===== config.mk =====
export PLATFORM = sky130hd
export DESIGN_NAME = time_entry
export DESIGN_NICKNAME = d
export VERILOG_FILES = /design/src/rtl/time_entry_pkg.sv /design/src/rtl/time_entry_btn_conditioner.sv /design/src/rtl/time_entry.sv
export SDC_FILE = /design/constraint.sdc
export NUM_CORES = 1
export LEC_CHECK = 0
export BUFFER_PORTS_ARGS = -buffer_cell sky130_fd_sc_hd__buf_2
export CAP_MARGIN = 40
export CORE_MARGIN = 2
export CORE_UTILIZATION = 40
export CTS_BUF_LIST = sky130_fd_sc_hd__clkbuf_16
export CTS_CLUSTER_DIAMETER = 200
export DETAILED_ROUTE_END_ITERATION = 12
export GPL_ROUTABILITY_DRIVEN = 0
export PLACE_DENSITY = 0.67
export SLEW_MARGIN = 20
export SYNTH_ARGS = -nofsm -noshare
export SYNTH_HDL_FRONTEND = slang
export SYNTH_SLANG_ARGS = --single-unit

===== constraint.sdc =====
create_clock -name clock -period 31.9 [get_ports clock]
set_input_delay 4.785 -clock clock [delete_from_list [all_inputs] [get_ports clock]]
set_output_delay 4.785 -clock clock [all_outputs]
set_load 0.05 [all_outputs]

===== src/rtl/time_entry_pkg.sv =====
// rtl/time_entry_pkg.sv - shared constants and action arbitration for the timer front end
package time_entry_pkg;

  // Operator state encoding
  localparam logic [1:0] SET    = 2'd0;
  localparam logic [1:0] ARM    = 2'd1;
  localparam logic [1:0] RUN    = 2'd2;
  localparam logic [1:0] PAUSED = 2'd3;

  localparam logic [6:0] MAX_MIN = 7'd99;
  localparam logic [6:0] MAX_SEC = 7'd59;

  // Bit positions of each button in the press vector
  localparam int BTN_SEC_UP = 0;
  localparam int BTN_SEC_DN = 1;
  localparam int BTN_MIN_UP = 2;
  localparam int BTN_MIN_DN = 3;
  localparam int BTN_START  = 4;
  localparam int BTN_STOP   = 5;
  localparam int BTN_PAUSE  = 6;
  localparam int NUM_BTN    = 7;

  typedef enum logic [2:0] {
    ACT_NONE,
    ACT_STOP,
    ACT_START,
    ACT_PAUSE,
    ACT_MIN_UP,
    ACT_MIN_DN,
    ACT_SEC_UP,
    ACT_SEC_DN
  } action_t;

  // Highest-priority press wins; everything else in that cycle is dropped
  function automatic action_t pick_action(input logic [NUM_BTN-1:0] p);
    if (p[BTN_STOP])   return ACT_STOP;
    if (p[BTN_START])  return ACT_START;
    if (p[BTN_PAUSE])  return ACT_PAUSE;
    if (p[BTN_MIN_UP]) return ACT_MIN_UP;
    if (p[BTN_MIN_DN]) return ACT_MIN_DN;
    if (p[BTN_SEC_UP]) return ACT_SEC_UP;
    if (p[BTN_SEC_DN]) return ACT_SEC_DN;
    return ACT_NONE;
  endfunction

endpackage


===== src/rtl/time_entry_btn_conditioner.sv =====
// rtl/time_entry_btn_conditioner.sv - synchronise, debounce and edge-detect one button, optional auto-repeat
module btn_conditioner #(
  parameter int DEBOUNCE_CYCLES = 1_000_000,
  parameter bit REPEAT_EN       = 1'b0,
  parameter int REPEAT_DELAY    = 25_000_000,
  parameter int REPEAT_RATE     = 5_000_000
) (
  input  logic clock,
  input  logic reset,
  input  logic btn,
  output logic press
);

  localparam int DB_W = $clog2(DEBOUNCE_CYCLES + 1);

  logic            sync_a;
  logic            sync_b;
  logic            level;
  logic            level_d;
  logic [DB_W-1:0] db_cnt;
  logic            rise;
  logic            repeat_fire;

  // Two-flop synchroniser; resets to "held" so a button down at reset is not seen as a press
  always_ff @(posedge clock or posedge reset) begin
    if (reset) begin
      sync_a <= 1'b1;
      sync_b <= 1'b1;
    end else begin
      sync_a <= btn;
      sync_b <= sync_a;
    end
  end

  // Accept a new level only after it has held for DEBOUNCE_CYCLES consecutive cycles
  always_ff @(posedge clock or posedge reset) begin
    if (reset) begin
      db_cnt <= '0;
      level  <= 1'b1;
    end else if (sync_b == level) begin
      db_cnt <= '0;
    end else if (db_cnt == DB_W'(DEBOUNCE_CYCLES - 1)) begin
      db_cnt <= '0;
      level  <= sync_b;
    end else begin
      db_cnt <= db_cnt + 1'b1;
    end
  end

  assign rise = level & ~level_d;

  // Register the debounced edge (or a repeat step) into a one-cycle press
  always_ff @(posedge clock or posedge reset) begin
    if (reset) begin
      level_d <= 1'b1;
      press   <= 1'b0;
    end else begin
      level_d <= level;
      press   <= rise | repeat_fire;
    end
  end

  generate
    if (REPEAT_EN) begin : g_rep
      localparam int RP_MAX = (REPEAT_DELAY > REPEAT_RATE) ? REPEAT_DELAY : REPEAT_RATE;
      localparam int RP_W   = $clog2(RP_MAX + 1);

      logic            rp_active;
      logic            rp_fast;
      logic [RP_W-1:0] rp_cnt;
      logic            rp_hit;

      assign rp_hit      = rp_fast ? (rp_cnt == RP_W'(REPEAT_RATE - 1))
                                   : (rp_cnt == RP_W'(REPEAT_DELAY - 1));
      assign repeat_fire = rp_active & level & rp_hit;

      // Long initial delay after the press, then a fixed step rate while held
      always_ff @(posedge clock or posedge reset) begin
        if (reset) begin
          rp_active <= 1'b0;
          rp_fast   <= 1'b0;
          rp_cnt    <= '0;
        end else if (!level) begin
          rp_active <= 1'b0;
          rp_fast   <= 1'b0;
          rp_cnt    <= '0;
        end else if (rise) begin
          rp_active <= 1'b1;
          rp_fast   <= 1'b0;
          rp_cnt    <= '0;
        end else if (rp_active) begin
          if (rp_hit) begin
            rp_fast <= 1'b1;
            rp_cnt  <= '0;
          end else begin
            rp_cnt <= rp_cnt + 1'b1;
          end
        end
      end
    end else begin : g_norep
      assign repeat_fire = 1'b0;
    end
  endgenerate

endmodule


===== src/rtl/time_entry.sv =====
// rtl/time_entry.sv - operator front end: button handling, min/sec entry and timer command FSM
module time_entry
  import time_entry_pkg::*;
#(
  parameter int DEBOUNCE_CYCLES = 1_000_000,
  parameter int REPEAT_DELAY    = 25_000_000,
  parameter int REPEAT_RATE     = 5_000_000,
  parameter int QUICK_SEC       = 30,
  parameter int ARM_TIMEOUT     = 16
) (
  input  logic       clock,
  input  logic       reset,
  input  logic       btn_sec_up,
  input  logic       btn_sec_dn,
  input  logic       btn_min_up,
  input  logic       btn_min_dn,
  input  logic       btn_start,
  input  logic       btn_stop,
  input  logic       btn_pause,
  input  logic       done,
  output logic [6:0] min,
  output logic [6:0] sec,
  output logic       start,
  output logic       stop,
  output logic       pause,
  output logic       editing
);

  localparam int ARM_W = $clog2(ARM_TIMEOUT + 1);

  logic [NUM_BTN-1:0] raw_btn;
  logic [NUM_BTN-1:0] press;
  action_t            act;

  logic [1:0]       state, state_nxt;
  logic [6:0]       min_nxt, sec_nxt;
  logic             start_nxt, stop_nxt, pause_nxt;
  logic [ARM_W-1:0] arm_cnt, arm_nxt;

  assign raw_btn = {btn_pause, btn_stop, btn_start, btn_min_dn, btn_min_up, btn_sec_dn, btn_sec_up};

  genvar gi;
  generate
    for (gi = 0; gi < NUM_BTN; gi++) begin : g_btn
      btn_conditioner #(
        .DEBOUNCE_CYCLES(DEBOUNCE_CYCLES),
        .REPEAT_EN      (gi <= BTN_MIN_DN),
        .REPEAT_DELAY   (REPEAT_DELAY),
        .REPEAT_RATE    (REPEAT_RATE)
      ) u_cond (
        .clock(clock),
        .reset(reset),
        .btn  (raw_btn[gi]),
        .press(press[gi])
      );
    end
  endgenerate

  // Next state, entry value and command pulses from the winning action and the timer's done flag
  always_comb begin
    act       = pick_action(press);
    state_nxt = state;
    min_nxt   = min;
    sec_nxt   = sec;
    start_nxt = 1'b0;
    stop_nxt  = 1'b0;
    pause_nxt = 1'b0;
    arm_nxt   = arm_cnt;
    case (state)
      SET: begin
        case (act)
          ACT_STOP: begin
            min_nxt = 7'd0;
            sec_nxt = 7'd0;
          end
          ACT_START: begin
            if (min == 7'd0 && sec == 7'd0) sec_nxt = 7'(QUICK_SEC);
            start_nxt = 1'b1;
            state_nxt = ARM;
            arm_nxt   = '0;
          end
          ACT_MIN_UP: if (min < MAX_MIN) min_nxt = min + 7'd1;
          ACT_MIN_DN: if (min != 7'd0) min_nxt = min - 7'd1;
          ACT_SEC_UP: begin
            if (sec < MAX_SEC) begin
              sec_nxt = sec + 7'd1;
            end else if (min < MAX_MIN) begin
              sec_nxt = 7'd0;
              min_nxt = min + 7'd1;
            end
          end
          ACT_SEC_DN: begin
            if (sec != 7'd0) begin
              sec_nxt = sec - 7'd1;
            end else if (min != 7'd0) begin
              sec_nxt = MAX_SEC;
              min_nxt = min - 7'd1;
            end
          end
          default: ;
        endcase
      end
      ARM: begin
        if (act == ACT_STOP) begin
          stop_nxt  = 1'b1;
          state_nxt = SET;
        end else if (!done) begin
          state_nxt = RUN;
        end else if (arm_cnt == ARM_W'(ARM_TIMEOUT - 1)) begin
          state_nxt = SET;
        end else begin
          arm_nxt = arm_cnt + 1'b1;
        end
      end
      RUN: begin
        if (act == ACT_STOP) begin
          stop_nxt  = 1'b1;
          state_nxt = SET;
          min_nxt   = 7'd0;
          sec_nxt   = 7'd0;
        end else if (done) begin
          state_nxt = SET;
          min_nxt   = 7'd0;
          sec_nxt   = 7'd0;
        end else if (act == ACT_PAUSE) begin
          pause_nxt = 1'b1;
          state_nxt = PAUSED;
        end
      end
      default: begin
        if (act == ACT_STOP) begin
          stop_nxt  = 1'b1;
          state_nxt = SET;
          min_nxt   = 7'd0;
          sec_nxt   = 7'd0;
        end else if (done) begin
          state_nxt = SET;
          min_nxt   = 7'd0;
          sec_nxt   = 7'd0;
        end else if (act == ACT_START || act == ACT_PAUSE) begin
          start_nxt = 1'b1;
          state_nxt = RUN;
        end
      end
    endcase
  end

  // Register state, value, pulses and the editing flag together
  always_ff @(posedge clock or posedge reset) begin
    if (reset) begin
      state   <= SET;
      min     <= 7'd0;
      sec     <= 7'd0;
      start   <= 1'b0;
      stop    <= 1'b0;
      pause   <= 1'b0;
      arm_cnt <= '0;
      editing <= 1'b1;
    end else begin
      state   <= state_nxt;
      min     <= min_nxt;
      sec     <= sec_nxt;
      start   <= start_nxt;
      stop    <= stop_nxt;
      pause   <= pause_nxt;
      arm_cnt <= arm_nxt;
      editing <= (state_nxt == SET);
    end
  end

endmodule


After elaboration in Yosys (flattened, before gate mapping)
Index checks and enable logic that the tools add are counted.
{"block": "totals", "register_bits": 308, "elab_cells": 339, "output_inout_bits": 18, "input_bits": 10}
{"block": "op_classes", "addsub": 16, "n_mux": 145, "n_eq_ne": 55, "order_cmp": 2, "n_reduce_logical": 25, "bitwise": 34}
{"cell": "$mux 25", "count": 16}
{"cell": "$mux 20", "count": 14}
{"cell": "$add 20x1->20 const B", "count": 7}
{"cell": "$eq 20x20->1 const B", "count": 7}
{"cell": "$add 25x1->25 const B", "count": 4}
{"cell": "$eq 25x23->1 const B", "count": 4}
{"cell": "$eq 25x25->1 const B", "count": 4}
{"cell": "$mux 7", "count": 11}
{"cell": "$mux 1", "count": 66}
{"cell": "$mux 3", "count": 17}
{"cell": "$pmux 7 s5", "count": 1}
{"cell": "$ne 3x3->1 const B", "count": 11}
{"cell": "$pmux 7 s2", "count": 2}
{"cell": "$pmux 7 s4", "count": 1}
{"cell": "$reduce_and 2->1", "count": 11}
{"cell": "$mux 2", "count": 10}
{"cell": "$mux 5", "count": 4}
{"cell": "$ne 2x2->1 const B", "count": 8}
{"cell": "$and 1x1->1", "count": 15}
{"cell": "$not 1->1", "count": 15}
{"cell": "$add 7x1->7 const B", "count": 2}
{"cell": "$logic_not 7->1", "count": 2}
{"cell": "$reduce_bool 7->1", "count": 2}
{"cell": "$sub 7x1->7 const B", "count": 2}
{"cell": "25 further kinds", "count": 41}

Depth between registers and ports, before layout
Gate-level depths: netlist (run 1).
{"block": "depth", "depth_word": 36, "depth_mapped": 13}

Cells and area by module
A second synthesis (run 1) with hierarchy kept.
{"block": "unflattened", "cells_unflattened": 1607, "area_unflattened_um2": 15951.5}
{"module": "btn_conditioner (g_btn[0].u_cond ...)", "n_inst": 4, "cells_per_inst": 262, "area_each_um2": 2602.5, "seq_area_each_um2": 1306.3}
{"module": "btn_conditioner (g_btn[4].u_cond ...)", "n_inst": 3, "cells_per_inst": 111, "area_each_um2": 1211.2, "seq_area_each_um2": 630.6}
{"module": "time_entry", "n_inst": 1, "cells_per_inst": 226, "area_each_um2": 1908.1, "seq_area_each_um2": 626.9}

Worst setup path after synthesis (run 1)
No wires, ideal clock.
{"block": "synth_timing", "path_kind": "input -> register", "start": "input port done", "end": "register sec[1]", "n_path_buf": 2, "setup_time_ns": 0.128, "cell_stages": 7, "path_slack_ns": 25.670, "arrival_ns": 6.102, "cell_sequence": "clkbuf_1 > nor2_1 > a21oi_1 > o31ai_1 > a311o_2 > buf_6 > mux2_1"}
{"block": "synth_via", "elab_chain_cells": 2}
{"element": "from (decl)", "line": "time_entry.sv:20", "source": "input logic done,"}
{"element": "$reduce_bool 3->1 (no line)"}
{"element": "$reduce_and 6->1 (no line)"}
{"element": "to (signal assigned)", "line": "time_entry.sv:162", "source": "sec <= sec_nxt;"}
{"element": "to (decl)", "line": "time_entry.sv:22", "source": "output logic [6:0] sec,"}
No other way between the ends.
A chain may end at the register's enable or synchronous reset.

Worst setup path in the final report (run 1)
{"block": "layout_timing", "start": "register sec[3]", "end": "output port sec[3]"}
No word-level cell between the ends.

==> results of run 1 <==
-- flip-flops by register name, indices dropped and copies added (netlist names) --
name	cells
start	1
min	7
sec	7
g_btn.u_cond.level	7
g_btn.u_cond.level_d	7
g_btn.u_cond.sync_a	7
g_btn.u_cond.sync_b	7
g_btn.u_cond.press	7
stop	1
arm_cnt	5
g_btn.u_cond.db_cnt	140
g_btn.u_cond.g_rep.rp_cnt	100
g_btn.u_cond.g_rep.rp_active	4
state	2
editing	1
pause	1
g_btn.u_cond.g_rep.rp_fast	4
-- worst max path at each step --
| stage | from | end | slack, ns | cells after the start |
|---|---|---|---|---|
| final | sec[3] | sec[3] | 25.68 | 1 |
| after global routing | reset | g_btn[6].u_cond.db_cnt[13] | 25.61 | 4 |
| after CTS | sec[3] | sec[3] | 25.66 | 1 |
| after detailed placement | reset | g_btn[0].u_cond.g_rep.rp_cnt[10] | 25.32 | 4 |
| after global placement | reset | g_btn[0].u_cond.g_rep.rp_cnt[5] | 25.37 | 3 |
| after floorplan | reset | arm_cnt[0] | 18.65 | 1 |
-- layer usage --
layer	up-vias	GRT usage (%)	routed length [um]	part of all wire, %
li1	5316	-	-	-
met1	5185	20.7	13700	49
met2	138	23.9	12800	46
met3	52	2.37	860	3.1
met4	0	4.79	614	2.2
met5	-	0	0	0
-- final cells by class --
cell class	instances	share of cell area [%]
clock buffer	39	5.81
inverter	35	0.826
timing repair buffer	35	1.35
multi-input combinational	1164	41.0
tap	468	3.48
sequential	308	46.1
clock inverter	27	1.41
-- cell usage in the layout (no fill, tap or decap), types with 10 or more instances in the layout --
cell,Yosys,final
sky130_fd_sc_hd__nor2_1,305,305
sky130_fd_sc_hd__dfrtp_1,279,279
sky130_fd_sc_hd__xor2_1,137,137
sky130_fd_sc_hd__nand2_1,130,130
sky130_fd_sc_hd__nand3_1,116,116
sky130_fd_sc_hd__xnor2_1,82,82
sky130_fd_sc_hd__and3_1,41,41
sky130_fd_sc_hd__inv_1,35,39
sky130_fd_sc_hd__clkbuf_16,0,39
sky130_fd_sc_hd__a21oi_1,38,38
sky130_fd_sc_hd__nand4_1,36,36
sky130_fd_sc_hd__o21ai_0,35,35
sky130_fd_sc_hd__nor3_1,30,30
sky130_fd_sc_hd__dfstp_2,29,29
sky130_fd_sc_hd__buf_2,4,27
sky130_fd_sc_hd__or3_1,22,22
sky130_fd_sc_hd__ha_1,21,21
sky130_fd_sc_hd__nor4b_1,19,19
sky130_fd_sc_hd__nor4_1,19,19
sky130_fd_sc_hd__or2_2,13,13
sky130_fd_sc_hd__nor2b_1,10,10
-- metrics by stage --
stage | total power, uW | hold WS, ns | cell area (um^2)
floorplan | 416 | 0.345 | 14900
global placement | 420 | 0.347 | 15600
detailed placement | 421 | 0.349 | 15600
CTS | 845 | 0.360 | 16800
global route | 864 | 0.365 | 16800
finish | 830 | 0.359 | 16800
-- cells by family (layout without fill, tap and decap cells) --
group | count (synthesis) | after routing | synth area share (%)
and+or+nand+nor | 793 | 793 | 25.6
DFF | 308 | 308 | 51.8
xor gates and xnor gates | 219 | 219 | 12.8
AOI/OAI and AO/OA | 122 | 122 | 5.23
buffers and inverters | 72 | 136 | 1.97
adders and majority gates | 22 | 22 | 1.89
muxes | 8 | 8 | 0.603
-- power by group --
part | switching (uW) | internal, uW
Clock | 163 | 254
Combinational | 12.4 | 3.68
Sequential | 2.52 | 395
Total | 178 | 652
==> impl_summary.txt, run 1 <==
----------------------------------------------------
[Outcome]
  Result of the run ... completed

[Global route]
  Number of global-route vias before repair ... 10426
  Wire length of the first global-routing pass ... approximately 49000 um
  Number of antenna violations at the first check in global routing ... 0
  Maximum number of pins on one net before global-route repair ... 185
  Combined global-route utilization of all metal layers ... 14.9%
  Gr ovfl total ... 0

[Logic synthesis]
  Library cell with the largest summed area after synthesis ... sky130_fd_sc_hd__dfrtp_1
  Count of different cell masters after synthesis ... 60
  Top cells by area in the synthesized netlist ... sky130_fd_sc_hd__dfrtp_1 (47%), sky130_fd_sc_hd__xor2_1 (8.0%), sky130_fd_sc_hd__nor2_1 (7.7%)
  Top cell types by occurrence after synthesis ... sky130_fd_sc_hd__nor2_1 (305), sky130_fd_sc_hd__dfrtp_1 (279), sky130_fd_sc_hd__xor2_1 (137)
  Cell Area, Synth ... around 15000 um^2
  Average cell area after synthesis ... between 9 and 10 um^2
  #FFs+latches synth ... between 300 and 400
  Count of synthesis-stage warnings from yosys ... 0
  Fraction of post-synthesis cell area in the top cell type by area ... 46.7%
  Synth Flop Type ... sky130_fd_sc_hd__dfrtp_1
  Sequential fraction of the synthesis area ... 51.8%
  Post-synth EDFFs ... 0
  Post-Syn Nets ... 1576
  Instance count of the mapped netlist ... 1544
  Cell with the most instances after synthesis ... sky130_fd_sc_hd__nor2_1
  Asr flop ratio synth ... between 90% and 100%

[Die]
  Starting Density ... 40.7%
  Die Footprint ... 38900 um^2
  I/O pins ... 28
  Die W ... 197 um
  Area of the core region ... 36700 um^2
  Die Span Y ... between 150 and 200 um
  Row count ... 70

[Finish]
  Diode count ... 0
  Final Core Density ... approximately 46%
  Multi-input gate area in the final layout ... 6900 um^2
  Area taken by flip-flops and latches ... 7740 um^2
  Number of fillers in the final layout ... 3416
  Number of nets in the final layout ... 1613
  Area growth, synth to finish ... 12.5%
  Fraction of final layout cells with drive strength greater than 1 ... roughly 9.1%
  Non-filler cells in the finished layout ... 2076

[Worst setup path]
  Kind of cell adding the most delay to the critical path ... flip-flops
  Worst path required time ... 27.12 ns
  Crit path cell chain ... buf_2
  Worst reg2reg endpoint ... min[6]
  Critical setup path kind ... reg2out
  Critical Path Max Stage Delay ... 0.55 ns
  Worst Setup Start Kind ... flip-flop
  Launch point of the worst reg-to-reg path ... g_btn[4].u_cond.press
  CP max FO ... 10
  Worst R2R Path Depth ... 12
  CP arrival ... roughly 1.4 ns
  Critical path endpoint category ... output pin
  Max stage delay cell, worst path ... sky130_fd_sc_hd__dfrtp_1
  Worst path bufs/invs ... 1
  Reg-to-reg setup timing slack ... 28.57 ns

[Place]
  Placed Instances ... ~2000
  Final HPWL from detailed placement ... 18600 um
  # port buffers ... 27
  Worst slack, placed ... roughly 25 ns

[STA]
  Number of endpoints with negative hold slack in the final report ... 0
  Setup repair after global routing missed its margin ... false
  Period minus WS final ... 6.22 ns
  Worst slew pin tran ... approximately 1.0 ns
  Slew HR ... 30.6%
  Worst clock skew on the final layout ... around 0.018 ns
  Share of the cycle needed by the critical path after routing ... 19.5%
  Highest clock rate ... 0.161 GHz
  Final Worst Setup Slack ... 25.68 ns
  Total negative slack ... 0 ns
  Final slew viol count ... 0
  Number of setup violations in the final report ... 0

[Clocking]
  Cell at the root of the clock tree ... sky130_fd_sc_hd__clkbuf_16
  Clock latency on the worst-skew pair ... about 0.53 ns
  Number of hold buffers added after cts ... 0
  Number of post-CTS setup repair buffers ... 0
  Clock transition at the registers of the reported paths ... 0.06 ns
  Number of buffers between clock root and the deepest sink ... 3
  Total clock sinks ... 308
  TritonCTS clock tree ... built
  H-tree lvl count ... 2
  Inserted Clock Buffers ... 37
  PostCTS Resize Cnt ... 0

[Min path]
  Hold Path End ... g_btn[4].u_cond.sync_b
  Hold_sp ... g_btn[4].u_cond.sync_a
  Number of cells traversed by the worst hold path ... 0
  HP Class ... reg2reg

[Route]
  Total via count in the routed design ... about 11000
  Mean routed wirelength per cell ... 13.4 um
  Number of detailed-routing iterations run before antenna repair ... 5
  First DRT Iteration DRCs ... 642
  DRT antenna net count ... 0
  Count of unresolved DRC violations after routing ... 0
  Average via count per standard cell ... 5.15
  Wire length reported by the detailed router ... between 20000 and 30000 um

[Power]
  Leakage Power ... 0.00708 uW
  Largest vdd supply drop ... 0.0261 mV
  Power density relative to cell area ... 49.4 nW/um^2

[Job]
  Max capacitance violation total ... 0

----------------------------------------------------
No activity file was read; power rests on OpenSTA's default activity.
==> inputs of run 2 (changes only) <==
--- a/config.mk
+++ b/config.mk
@@ -5,6 +5,7 @@
 export SDC_FILE = /design/constraint.sdc
 export NUM_CORES = 1
 export LEC_CHECK = 0
+export ABC_AREA = 1
 export BUFFER_PORTS_ARGS = -buffer_cell sky130_fd_sc_hd__buf_2
 export CAP_MARGIN = 40
 export CORE_MARGIN = 2
==> constraint.sdc (replaced) <==
create_clock -name clock -period 5.9 [get_ports clock]
set_input_delay 0.885 -clock clock [delete_from_list [all_inputs] [get_ports clock]]
set_output_delay 0.885 -clock clock [all_outputs]
set_load 0.05 [all_outputs]
==> run 2 against run 1 <==
  * Global-route usage increased by 2.2 points
  * Synthesized cell count increased by 47%
  * Total power increased to 5.5 times the previous value
  * Sequential power increased to 5.4 times the previous value
  * Clock power increased to 5.3 times the previous value
  * Clock skew decreased by 0.0019 ns
  * Hold slack got worse by 0.018 ns
  * Sequential share of layout area decreased by 6.6 points
  * First-iteration DRC count increased by 75%
==> impl_summary.txt, run 2 <==
----------------------------------------------------
[Outcome]
  Result of the run ... completed

[Logic synthesis]
  Post-Syn Nets ... 2307
  #FFs+latches synth ... 308
  Library cell with the largest summed area after synthesis ... sky130_fd_sc_hd__dfrtp_1
  Cell with the most instances after synthesis ... sky130_fd_sc_hd__nand2_1
  Sequential fraction of the synthesis area ... 43.7%
  Average cell area after synthesis ... 7.79 um^2
  Post-synth EDFFs ... 0
  Count of synthesis-stage warnings from yosys ... 0
  Synth Flop Type ... sky130_fd_sc_hd__dfrtp_1
  Cell Area, Synth ... 17700 um^2
  Top cell types by occurrence after synthesis ... sky130_fd_sc_hd__nand2_1 (447), sky130_fd_sc_hd__nor2_1 (381), sky130_fd_sc_hd__inv_1 (283)
  Instance count of the mapped netlist ... 2275
  Asr flop ratio synth ... 100%
  Fraction of post-synthesis cell area in the top cell type by area ... 39.4%
  Top cells by area in the synthesized netlist ... sky130_fd_sc_hd__dfrtp_1 (39%), sky130_fd_sc_hd__nand2_1 (9.5%), sky130_fd_sc_hd__nor2_1 (8.1%)
  Count of different cell masters after synthesis ... between 50 and 60

[Route]
  Wire length reported by the detailed router ... 38200 um
  DRT antenna net count ... 0
  Average via count per standard cell ... between 5 and 6
  First DRT Iteration DRCs ... about 1100
  Total via count in the routed design ... 14818
  Number of detailed-routing iterations run before antenna repair ... 6
  Mean routed wirelength per cell ... 13.0 um
  Count of unresolved DRC violations after routing ... 0

[Clocking]
  Total clock sinks ... around 310
  Number of post-CTS setup repair buffers ... 0
  Number of buffers between clock root and the deepest sink ... 3
  H-tree lvl count ... 2
  Cell at the root of the clock tree ... sky130_fd_sc_hd__clkbuf_16
  Number of hold buffers added after cts ... 0
  PostCTS Resize Cnt ... 0
  TritonCTS clock tree ... built
  Inserted Clock Buffers ... 36
  Clock latency on the worst-skew pair ... 0.56 ns
  Clock transition at the registers of the reported paths ... 0.06 ns

[Worst setup path]
  Launch point of the worst reg-to-reg path ... g_btn[6].u_cond.press
  CP max FO ... 14
  Max stage delay cell, worst path ... sky130_fd_sc_hd__nor2_2
  Worst reg2reg endpoint ... min[4]
  Critical Path Max Stage Delay ... 0.45 ns
  Worst path bufs/invs ... 2
  Critical setup path kind ... reg2reg
  Worst Setup Start Kind ... flip-flop
  Worst path required time ... 6.34 ns
  Kind of cell adding the most delay to the critical path ... simple AND/OR/NAND/NOR gates
  Reg-to-reg setup timing slack ... between 3 and 4 ns
  Crit path cell chain ... nor2_4 -> nand2_1 -> nor2_2 -> nand3_1 -> inv_1 -> ha_1 -> inv_1 -> o21bai_1 -> a31oi_1 -> xor2_1 -> nor2_1 -> nand3_1 -> nand2_1
  Critical path endpoint category ... flip-flop
  CP arrival ... 3.30 ns
  Worst R2R Path Depth ... 13

[Power]
  Leakage Power ... 0.00865 uW
  Power density relative to cell area ... 231 nW/um^2
  Largest vdd supply drop ... 0.158 mV

[Global route]
  Combined global-route utilization of all metal layers ... ~17%
  Maximum number of pins on one net before global-route repair ... 109
  Wire length of the first global-routing pass ... 67500 um
  Number of antenna violations at the first check in global routing ... 1
  Number of global-route vias before repair ... 14226
  Gr ovfl total ... 0

[STA]
  Number of setup violations in the final report ... 0
  Setup repair after global routing missed its margin ... false
  Final slew viol count ... 0
  Post-route worst hold slack ... 0.341 ns
  Highest clock rate ... 0.350 GHz
  Total negative slack ... 0 ns
  Worst slew pin tran ... 0.822 ns
  Period minus WS final ... 2.85 ns
  Final Worst Setup Slack ... approximately 3 ns
  Worst clock skew on the final layout ... approximately 0.016 ns
  Slew HR ... between 40% and 50%
  Number of endpoints with negative hold slack in the final report ... 0
  Share of the cycle needed by the critical path after routing ... 48.4%

[Finish]
  Diode count ... 0
  Non-filler cells in the finished layout ... 2933
  Multi-input gate area in the final layout ... 8680 um^2
  Regs by FF count ... g_btn.u_cond.db_cnt: 140 flops, g_btn.u_cond.g_rep.rp_cnt: 100 flops
  Area taken by flip-flops and latches ... 7740 um^2
  Number of nets in the final layout ... about 2300
  Area growth, synth to finish ... 10.8%
  Fraction of final layout cells with drive strength greater than 1 ... a little over a tenth
  Register with the most flip-flops ... g_btn.u_cond.db_cnt
  Number of fillers in the final layout ... 4437
  Commonest non-fill, non-tap cells in the layout ... sky130_fd_sc_hd__nand2_1 (447), sky130_fd_sc_hd__nor2_1 (381), sky130_fd_sc_hd__inv_1 (288)
  Most common cell after layout, fill and taps aside ... sky130_fd_sc_hd__nand2_1
  Largest register FFs ... 140

[Place]
  Final HPWL from detailed placement ... 27700 um
  Worst slack, placed ... 3.08 ns
  # port buffers ... 27
  Placed Instances ... 2867

[Die]
  Area of the core region ... 44000 um^2
  I/O pins ... 28
  Die Footprint ... 46000 um^2
  Starting Density ... 40.3%
  Die W ... between 200 and 250 um
  Row count ... 77
  Die Span Y ... 215 um

[Job]
  Max capacitance violation total ... 0

[Min path]
  HP Class ... in2async

----------------------------------------------------
## run 2: cells by family (layout without fill, tap and decap cells)
family,count (synthesis),after routing,synth area share [%]
adder cells (fa/ha/maj),22,22,1.59
AO/OA/AOI/OAI,139,139,4.59
XOR/XNOR,144,144,7.11
flip-flops,308,308,43.7
AND/OR/NAND/NOR,1331,1331,35.4
multiplexers,5,5,0.318
buffers and inverters,326,392,7.36
## run 2: final cells by class
cell class,count,area share (%)
sequential,308,39.4
timing repair buffer,31,0.968
clock buffer,36,4.59
multi-input combinational,1641,44.2
tap,592,3.77
clock inverter,30,1.38
inverter,295,5.66
## run 2: worst register-to-register path: cells and delay by family (launching register included)
kind / cells / cell delay, ns
buf+inv: 2 / 0.35
flops: 1 / 0.40
compound gates: 2 / 0.30
simple gates: 7 / 1.20
fa+ha+maj: 1 / 0.34
xor+xnor: 1 / 0.17
## run 2: worst max path at each step
stage                          start    endpoint  slack, ns  depth (start not counted)
6_report       g_btn[6].u_cond.press      min[4]       3.05                         13
3_3_place_gp   g_btn[6].u_cond.press      min[6]       3.27                         15
5_1_grt        g_btn[6].u_cond.press      min[6]       2.81                         15
3_5_place_dp   g_btn[6].u_cond.press      min[4]       3.08                         13
4_1_cts        g_btn[6].u_cond.press      min[4]       3.08                         13
2_1_floorplan                  reset  arm_cnt[0]       0.94                          1
## run 2: metrics by stage
stage,area (um^2),util [%],total power (uW)
floorplan,17700,-,2320
global route,19600,44.6,4740
finish,19600,44.6,4540
detailed placement,18500,41.9,2370
CTS,19600,44.6,4610
global placement,18500,41.9,2370
## run 2: routing by layer
metal	vias to the layer above	part of all wire [%]	global-route usage, %
met1	7081	49	23.8
li1	7429	-	-
met3	53	3.6	3.25
met2	255	46	27.4
met4	0	1.6	4.26
met5	-	0	0
## run 2: power by group
| part | internal (uW) | switching [uW] | total (uW) |
|---|---|---|---|
| combinational | 43.5 | 124 | 168 |
| clock | 1300 | 909 | 2210 |
| sequential | 2140 | 23.0 | 2160 |
